## config.mk

```make
export PLATFORM = sky130hd
export DESIGN_NAME = rx_frame_buffer
export DESIGN_NICKNAME = d
export VERILOG_FILES = /design/src/rtl/rx_frame_buffer.sv
export SDC_FILE = /design/constraint.sdc
export NUM_CORES = 1
export LEC_CHECK = 0
export BUFFER_PORTS_ARGS = -buffer_cell sky130_fd_sc_hd__buf_2
export CORE_MARGIN = 5
export CORE_UTILIZATION = 60
export DETAILED_ROUTE_END_ITERATION = 7
export PLACE_DENSITY_LB_ADDON = 0.3
export SETUP_SLACK_MARGIN = 0.5
export SYNTH_ARGS = -nofsm -noshare
export SYNTH_HDL_FRONTEND = slang
export SYNTH_SLANG_ARGS = --single-unit
```

## constraint.sdc

```tcl
create_clock -name clk -period 3.8 [get_ports clk]
set_clock_uncertainty 0.1 [all_clocks]
set_input_delay 0 -clock clk [delete_from_list [all_inputs] [get_ports clk]]
set_output_delay 0 -clock clk [all_outputs]
set_load 0.02 [all_outputs]
```

## src/rtl/rx_frame_buffer.sv

```systemverilog
// rtl/rx_frame_buffer.sv - framed UART upload buffer: length/checksum check, paced payload release
// Build option: define RX_FRAME_CRC8_EN to check CRC-8 (poly 0x07) instead of the XOR checksum.
module rx_frame_buffer #(
   parameter int         MAX_PAYLOAD    = 128,
   parameter int         TIMEOUT_CYCLES = 5_000_000,
   parameter int         OUT_GAP        = 4,
   parameter logic [7:0] SOF_BYTE       = 8'hA5
) (
   input  logic       clk,
   input  logic       rst,
   input  logic       valid_in,
   input  logic [7:0] byte_in,
   output logic       valid_out,
   output logic [7:0] byte_out,
   output logic       frame_ok,
   output logic       frame_err,
   output logic [1:0] err_code,
   output logic       busy
);

   localparam int PW = $clog2(MAX_PAYLOAD + 1);
   localparam int AW = $clog2(MAX_PAYLOAD);
   localparam int TW = $clog2(TIMEOUT_CYCLES + 1);
   localparam int GW = (OUT_GAP > 1) ? $clog2(OUT_GAP) : 1;

   localparam logic [2:0] S_IDLE    = 3'd0;
   localparam logic [2:0] S_GET_LEN = 3'd1;
   localparam logic [2:0] S_GET_PAY = 3'd2;
   localparam logic [2:0] S_GET_CHK = 3'd3;
   localparam logic [2:0] S_DRAIN   = 3'd4;

   localparam logic [1:0] E_NONE = 2'd0;
   localparam logic [1:0] E_LEN  = 2'd1;
   localparam logic [1:0] E_CHK  = 2'd2;
   localparam logic [1:0] E_TMO  = 2'd3;

   logic [2:0]    state_q, state_d;
   logic [PW-1:0] len_q, len_d;
   logic [PW-1:0] wr_ptr_q, wr_ptr_d;
   logic [PW-1:0] rd_ptr_q, rd_ptr_d;
   logic [7:0]    acc_q, acc_d;
   logic [TW-1:0] tmo_q, tmo_d;
   logic [GW-1:0] gap_q, gap_d;
   logic          valid_out_q, valid_out_d;
   logic [7:0]    byte_out_q, byte_out_d;
   logic          frame_ok_q, frame_ok_d;
   logic          frame_err_q, frame_err_d;
   logic [1:0]    err_code_q, err_code_d;
   logic          wr_en;
   logic          in_frame;
   logic          expire;

   logic [7:0]    mem [MAX_PAYLOAD];

   // Fold one byte into the running frame check value.
   function automatic logic [7:0] chk_fold(input logic [7:0] acc, input logic [7:0] data);
`ifdef RX_FRAME_CRC8_EN
      logic [7:0] c;
      c = acc ^ data;
      for (int i = 0; i < 8; i++) begin
         c = c[7] ? ({c[6:0], 1'b0} ^ 8'h07) : {c[6:0], 1'b0};
      end
      return c;
`else
      return acc ^ data;
`endif
   endfunction

   // Next-state logic: frame parsing, idle timeout and paced drain.
   always_comb begin
      state_d     = state_q;
      len_d       = len_q;
      wr_ptr_d    = wr_ptr_q;
      rd_ptr_d    = rd_ptr_q;
      acc_d       = acc_q;
      tmo_d       = tmo_q;
      gap_d       = gap_q;
      valid_out_d = 1'b0;
      byte_out_d  = byte_out_q;
      frame_ok_d  = 1'b0;
      frame_err_d = 1'b0;
      err_code_d  = err_code_q;
      wr_en       = 1'b0;

      in_frame = (state_q == S_GET_LEN) || (state_q == S_GET_PAY) || (state_q == S_GET_CHK);
      // A byte landing on the expiry cycle keeps the frame alive.
      expire   = in_frame && !valid_in && (tmo_q == TW'(TIMEOUT_CYCLES - 1));

      if (in_frame) begin
         tmo_d = valid_in ? '0 : tmo_q + TW'(1);
      end

      case (state_q)
         S_IDLE: begin
            if (valid_in && byte_in == SOF_BYTE) begin
               state_d  = S_GET_LEN;
               tmo_d    = '0;
               wr_ptr_d = '0;
               rd_ptr_d = '0;
            end
         end
         S_GET_LEN: begin
            if (valid_in) begin
               if (byte_in == 8'd0 || 32'(byte_in) > 32'(MAX_PAYLOAD)) begin
                  state_d     = S_IDLE;
                  frame_err_d = 1'b1;
                  err_code_d  = E_LEN;
                  tmo_d       = '0;
               end else begin
                  len_d   = PW'(byte_in);
                  acc_d   = chk_fold(8'h00, byte_in);
                  state_d = S_GET_PAY;
               end
            end else if (expire) begin
               state_d     = S_IDLE;
               frame_err_d = 1'b1;
               err_code_d  = E_TMO;
               tmo_d       = '0;
            end
         end
         S_GET_PAY: begin
            if (valid_in) begin
               wr_en    = 1'b1;
               wr_ptr_d = wr_ptr_q + PW'(1);
               acc_d    = chk_fold(acc_q, byte_in);
               if (wr_ptr_q + PW'(1) == len_q) begin
                  state_d = S_GET_CHK;
               end
            end else if (expire) begin
               state_d     = S_IDLE;
               frame_err_d = 1'b1;
               err_code_d  = E_TMO;
               tmo_d       = '0;
            end
         end
         S_GET_CHK: begin
            if (valid_in) begin
               tmo_d = '0;
               if (byte_in == acc_q) begin
                  state_d    = S_DRAIN;
                  frame_ok_d = 1'b1;
                  err_code_d = E_NONE;
                  rd_ptr_d   = '0;
                  gap_d      = '0;
               end else begin
                  state_d     = S_IDLE;
                  frame_err_d = 1'b1;
                  err_code_d  = E_CHK;
               end
            end else if (expire) begin
               state_d     = S_IDLE;
               frame_err_d = 1'b1;
               err_code_d  = E_TMO;
               tmo_d       = '0;
            end
         end
         S_DRAIN: begin
            // Stay one cycle past the last emission so busy covers the final valid_out.
            if (rd_ptr_q == len_q) begin
               state_d = S_IDLE;
            end else if (gap_q == '0) begin
               valid_out_d = 1'b1;
               byte_out_d  = mem[rd_ptr_q[AW-1:0]];
               rd_ptr_d    = rd_ptr_q + PW'(1);
               gap_d       = GW'(OUT_GAP - 1);
            end else begin
               gap_d = gap_q - GW'(1);
            end
         end
         default: state_d = S_IDLE;
      endcase
   end

   // Payload storage; contents are don't-care after reset.
   always_ff @(posedge clk) begin
      if (wr_en) begin
         mem[wr_ptr_q[AW-1:0]] <= byte_in;
      end
   end

   // State and output registers with synchronous reset.
   always_ff @(posedge clk) begin
      if (rst) begin
         state_q     <= S_IDLE;
         len_q       <= '0;
         wr_ptr_q    <= '0;
         rd_ptr_q    <= '0;
         acc_q       <= '0;
         tmo_q       <= '0;
         gap_q       <= '0;
         valid_out_q <= 1'b0;
         byte_out_q  <= '0;
         frame_ok_q  <= 1'b0;
         frame_err_q <= 1'b0;
         err_code_q  <= E_NONE;
      end else begin
         state_q     <= state_d;
         len_q       <= len_d;
         wr_ptr_q    <= wr_ptr_d;
         rd_ptr_q    <= rd_ptr_d;
         acc_q       <= acc_d;
         tmo_q       <= tmo_d;
         gap_q       <= gap_d;
         valid_out_q <= valid_out_d;
         byte_out_q  <= byte_out_d;
         frame_ok_q  <= frame_ok_d;
         frame_err_q <= frame_err_d;
         err_code_q  <= err_code_d;
      end
   end

   assign valid_out = valid_out_q;
   assign byte_out  = byte_out_q;
   assign frame_ok  = frame_ok_q;
   assign frame_err = frame_err_q;
   assign err_code  = err_code_q;
   assign busy      = (state_q != S_IDLE);

endmodule

```

# [Word-level counts from Yosys, hierarchy flattened]
# Memory sizes are Yosys's and may differ from the RTL's. A register that Yosys moved wholly into a read port is not among the register bits.
# Cells that the tools add are included.
[word_totals] in_bits=11 wordCells=126 out_inout_bits=14 n_memories=1 reg_bits=65 ramBits=1024
[classes] muxes=56 magnitude_cmp=1 bitwise=6 eq_ne=21 reduce_logical=26 addsub=4
[mem_list] memory="mem" words=128 width=8 read_ports=1 rd_ports_with_merged_regs=1 wr=1 line="53" text="logic [7:0] mem [MAX_PAYLOAD];"
[op_table] operator="23-bit 2-to-1 mux" n=8
[op_table] operator="23-bit case mux with 4 select lines" n=1
[op_table] operator="8-bit 2-to-1 mux" n=9
[op_table] operator="8-bit case mux with 2 select lines" n=2
[op_table] operator="8-bit equality test" n=3
[op_table] operator="3-bit 2-to-1 mux" n=8
[op_table] operator="8-bit case mux with 3 select lines" n=1
[op_table] operator="23-bit by 1-bit adder with 23-bit output, second input constant" n=1
[op_table] operator="23-bit equality test, second input constant" n=1
[op_table] operator="2-bit 2-to-1 mux" n=11
[op_table] operator="2-bit inequality test, second input constant" n=9
[op_table] operator="8-bit by 1-bit adder with 8-bit output, second input constant" n=2
[op_table] operator="3-bit case mux with 5 select lines" n=1
[op_table] operator="3-bit AND reduction" n=5
[op_table] operator="1-bit 2-to-1 mux" n=12
[op_table] operator="3-bit nonzero test" n=3
[op_table] operator="8-bit equality test, second input constant" n=1
[op_table] operator="8-bit > comparator, second input constant" n=1
[op_table] operator="8-bit logical NOT" n=1
[op_table] operator="4-bit AND reduction" n=2
[op_table] operator="8-bit XOR" n=1
[op_table] operator="3-bit by 2-bit equality test with 1-bit output, second input constant" n=2
[op_table] operator="3-bit by 2-bit inequality test with 1-bit output, second input constant" n=2
[op_table] operator="2-bit case mux with 3 select lines" n=1
[op_table] operator="15 further kinds" n=26

# [Logic depth before layout (Yosys ltp)]
[depth] ltp_word=8 depth_mapped=11 ltp_nobuf=7

# [Least setup slack after synthesis]
# OpenSTA, ideal clock, no wires.
[synth_timing] path_type="reg-to-reg" from="register state_q[2]" to="memory mem[97][0], enable pin" stages_incl_launch_ff=8 period_less_slack_ps=2817 setup_time_ps=370 arrival_time_ps=2346 n_path_buf=3 slack_ps=983 required_time_ps=3330 cell_sequence="dfxtp_1 -> clkbuf_1 -> or3_1 -> buf_2 -> nor2_1 -> nand3_1 -> clkbuf_1 -> nor2_1"
[synth_via] elab_chain_len=4
[synth_rtl] item="start: declaration" line="37" text="logic [2:0] state_q, state_d;"
[synth_rtl] item="start signal: assignment" line="197" text="state_q <= state_d;"
[synth_rtl] item="3-bit by 2-bit equality test with 1-bit output" line="93" text="case (state_q)"
[synth_rtl] item="1-bit 2-to-1 mux" line="93"
[synth_rtl] item="1-bit 2-to-1 mux" line="176" text="if (wr_en) begin"
[synth_rtl] item="1-bit 2-to-1 mux (implied by the code)" line="177" text="mem[wr_ptr_q[AW-1:0]] <= byte_in;"
[synth_rtl] item="end: declaration" line="53"
# No other way between the ends.

# [Worst setup path after layout]
[layout_timing] from="register rd_ptr_q[0]" to="register byte_out_q[0] (netlist: byte_out[0]) (read register of mem)"
[layout_via] elab_chain_len=3
[layout_rtl] item="start: declaration" line="40" text="logic [PW-1:0] rd_ptr_q, rd_ptr_d;"
[layout_rtl] item="start signal: assignment" line="200" text="rd_ptr_q <= rd_ptr_d;"
[layout_rtl] item="8-bit equality test" line="159" text="if (rd_ptr_q == len_q) begin"
[layout_rtl] item="1-bit inverter (no source line)"
[layout_rtl] item="3-bit AND reduction (no source line)"
[layout_rtl] item="end: declaration" line="45" text="logic [7:0] byte_out_q, byte_out_d;"
# Several ways; a longest one is shown, not always the timed one.
# A chain may end at the register's enable or synchronous reset.

==> metrics.csv <==
stage;metric;value;unit
critical_path;cp_max_fo;14;
drt;wl_met1;39.68;mm
placement;dpl.hpwl;65.15;mm
die;fp-row-count;98;
grt;grt_pass1_wl;155.9;mm
logic_synthesis;syn-cell-area;43470;µm²
placement;place_congestion;0.8793;
logic_synthesis;ys_ff_latch;1097;
logic_synthesis;yosysTopAreaCell;edfxtp_1;
drt;postRouteAntennaNets;0;
clock_network;clockBufferDepth;3;
grt;grt_antenna_before_repair;6;
timing;slew_headroom;0.2724;
logic_synthesis;syn-num-nets;2323;
drt;avgViaCountPerCell;6.614;
final_layout;nNetsFinal;2518;
logic_synthesis;synth_seq_area_share;0.7410;
clock_network;clk_pin_slew;0.06;ns
clock_network;insertion_delay;0.68;ns
timing;tightest_slew;1.064;ns
grt;grt.total_usage;0.2700;
drt;route.met2.wl;50.78;mm
logic_synthesis;synth.top_cell.area_share;0.7073;
final_layout;num-fill-cells;4370;
critical_path;setup.worst_path.end_class;register;
die;core_area;71730;µm²
die;die_area;77940;µm²
drt;dr_wl_met3;11.04;mm
clock_network;cts_tree;yes;
timing;fin_crit;3.291;ns
grt;grt_max_degree;93;
logic_synthesis;async_reset_ff_frac;0;
final_layout;drive_gt1_frac;0.2461;
critical_path;start_kind;register;
drt;vias;23470;
critical_path;worstPathRequired;4.27;ns
clock_network;cts_buffers;106;
logic_synthesis;yosys-top-cells-count;edfxtp_1, mux4_2, nor2_1, mux2i_1, dfxtp_1;
drt;routed_wirelength;105.8;mm
logic_synthesis;syn_area_per_cell;18.84;µm²
die;ios;25;
drt;wl_per_cell;29.83;µm
drt;drt_iter0_drc;3161;
pwr;pwr_density_cell;492.8;nW/µm²
final_layout;layout.cells.non_filler;3548;
logic_synthesis;synthTopCellsByArea;edfxtp_1, mux4_2, dfxtp_1;
die;die_x;279.2;µm
logic_synthesis;synth.yosys.warnings;0;
die;die_h;279.2;µm
timing;fin_tns_setup;0;ns
logic_synthesis;ys.flop_type;edfxtp_1;
pwr;ir_drop;0.0004944;V
drt;route.detailed.drc;0;
timing;hold_viol;0;
placement;place_inst;3330;
status;status;completed;
worst_hold_path;hold_path_class;input pin to register;
pwr;leakage;15.40;nW
critical_path;worstPathArrival;3.77;ns
timing;fmax;0.3039;GHz
logic_synthesis;yosysUniqueCellTypes;72;
timing;fin_crit_sh;0.8660;
logic_synthesis;yosysMostFrequentCell;edfxtp_1;
logic_synthesis;postSynthCellCount;2308;
logic_synthesis;synth-edff-count;1024;
timing;slew_violations;0;
drt;dr.pass1.iters;5;
clock_network;cts-root-buf;clkbuf_16;
clock_network;clock_sinks;1097;
die;initial_core_util;0.6060;
timing;rsz0062_at_grt;true;
clock_network;cts_max_level;3;
drt;top_layer_used;met5;
critical_path;criticalPathCategory;register to register;
grt;grt_overflow;0;
timing;setup_viol_count_final;0;
run;maxCapViolations;0;
grt;grt_pass1_vias;23880;
final_layout;syn_to_final_growth;13.82;%
placement;port_buffers;24;
final cells by class:
cell class	instances	area [µm²]	share of cell area
Inverter	15	56.30	0.001138
Sequential cell	1097	32220	0.6512
Clock buffer	123	2800	0.05659
Multi-Input combinational cell	1070	10580	0.2138
Timing Repair Buffer	213	1774	0.03586
Antenna cell	2	5.005	0.0001011
Tap cell	950	1189	0.02402
Clock inverter	78	857.1	0.01732
critical path: stages (launching register included):
cell and delay (ns):
dfxtp_4 0.61, buf_4 0.37, mux4_2 0.55, a2111oi_0 0.64
a22oi_1 0.27, a211o_1 0.38, a32o_1 0.26
logic make-up (layout without fill, tap and decap cells):
family / count (synthesis) / after routing / synth area share
AND/OR/NAND/NOR: 437 / 437 / 0.04611
buffers and inverters: 141 / 429 / 0.01678
AO/OA/AOI/OAI: 228 / 228 / 0.03675
flip-flops: 1097 / 1097 / 0.7410
multiplexers: 358 / 358 / 0.1496
other: 0 / 2 / 0
adder cells (fa/ha/maj): 4 / 4 / 0.001151
XOR/XNOR: 43 / 43 / 0.008663
routing by layer:
layer	global-route usage	vias to the layer above
li1	-	9773
met1	0.3735	12110
met2	0.4240	1305
met3	0.07199	271
met4	0.09826	8
met5	0	-
power by group:
group          total (mW)  internal, mW  switching, mW
sequential           13.2          13.2       0.000868
clock                10.9          6.39           4.52
combinational       0.289        0.0456          0.244
through the flow:
step | cell area [µm²] | setup WS, ns | power [mW] | hold WS [ns] | util
floorplan | 43470 | 0.9833 | 13.49 | -0.001131 | -
global placement | 45590 | 0.3096 | 13.71 | 0.2733 | 0.6355
detailed placement | 45590 | 0.3021 | 13.73 | 0.2828 | 0.6355
CTS | 49390 | 0.5274 | 24.50 | 0.1651 | 0.6886
global route | 49480 | 0.5013 | 25.04 | 0.1667 | 0.6897
finish | 49480 | 0.5091 | 24.38 | 0.1759 | 0.6898
sequential cells by signal, summed over array words and instances (netlist names):
register / flops
acc_q: 8
byte_out: 8
err_code: 2
frame_err: 1
frame_ok: 1
gap_q: 2
len_q: 8
mem: 1024
rd_ptr_q: 8
state_q: 3
tmo_q: 23
valid_out: 1
wr_ptr_q: 8
worst paths after layout:
path	slack, ns	from	end	cells past startpoint
max reg2reg	0.51	rd_ptr_q[0]$_SDFFE_PP0P_	byte_out[0]$_SDFFE_PP0P_	6
min reg2reg	0.37	gap_q[1]$_SDFFE_PP0P_	gap_q[1]$_SDFFE_PP0P_	2
min	0.18	byte_in[0]	mem[125][0]$_DFFE_PP_	2
max	0.51	rd_ptr_q[0]$_SDFFE_PP0P_	byte_out[0]$_SDFFE_PP0P_	6
repair_timing:
item | in CTS | in global routing
setup buffers | 2 | 1
gates cloned | 0 | 1
gates resized for setup | 3 | 7
setup endpoints to repair | 7 | 17
hold buffers | 11 | 0
endpoints found under the hold margin | 246 | 0
placed cells by master (no fill, tap or decap), types with 20 or more instances in the layout:
cell / count
nand2_1: 69
nor2_1: 217
o22ai_1: 21
clkbuf_16: 111
buf_4: 172
xor2_1: 20
o21ai_0: 36
edfxtp_1: 1024
nor3_1: 22
mux2i_1: 116
clkinv_2: 26
nand3_1: 33
xnor2_1: 23
mux4_2: 231
dfxtp_1: 70
a22oi_1: 29
a21oi_1: 43
(Power assumes the default switching activity.)
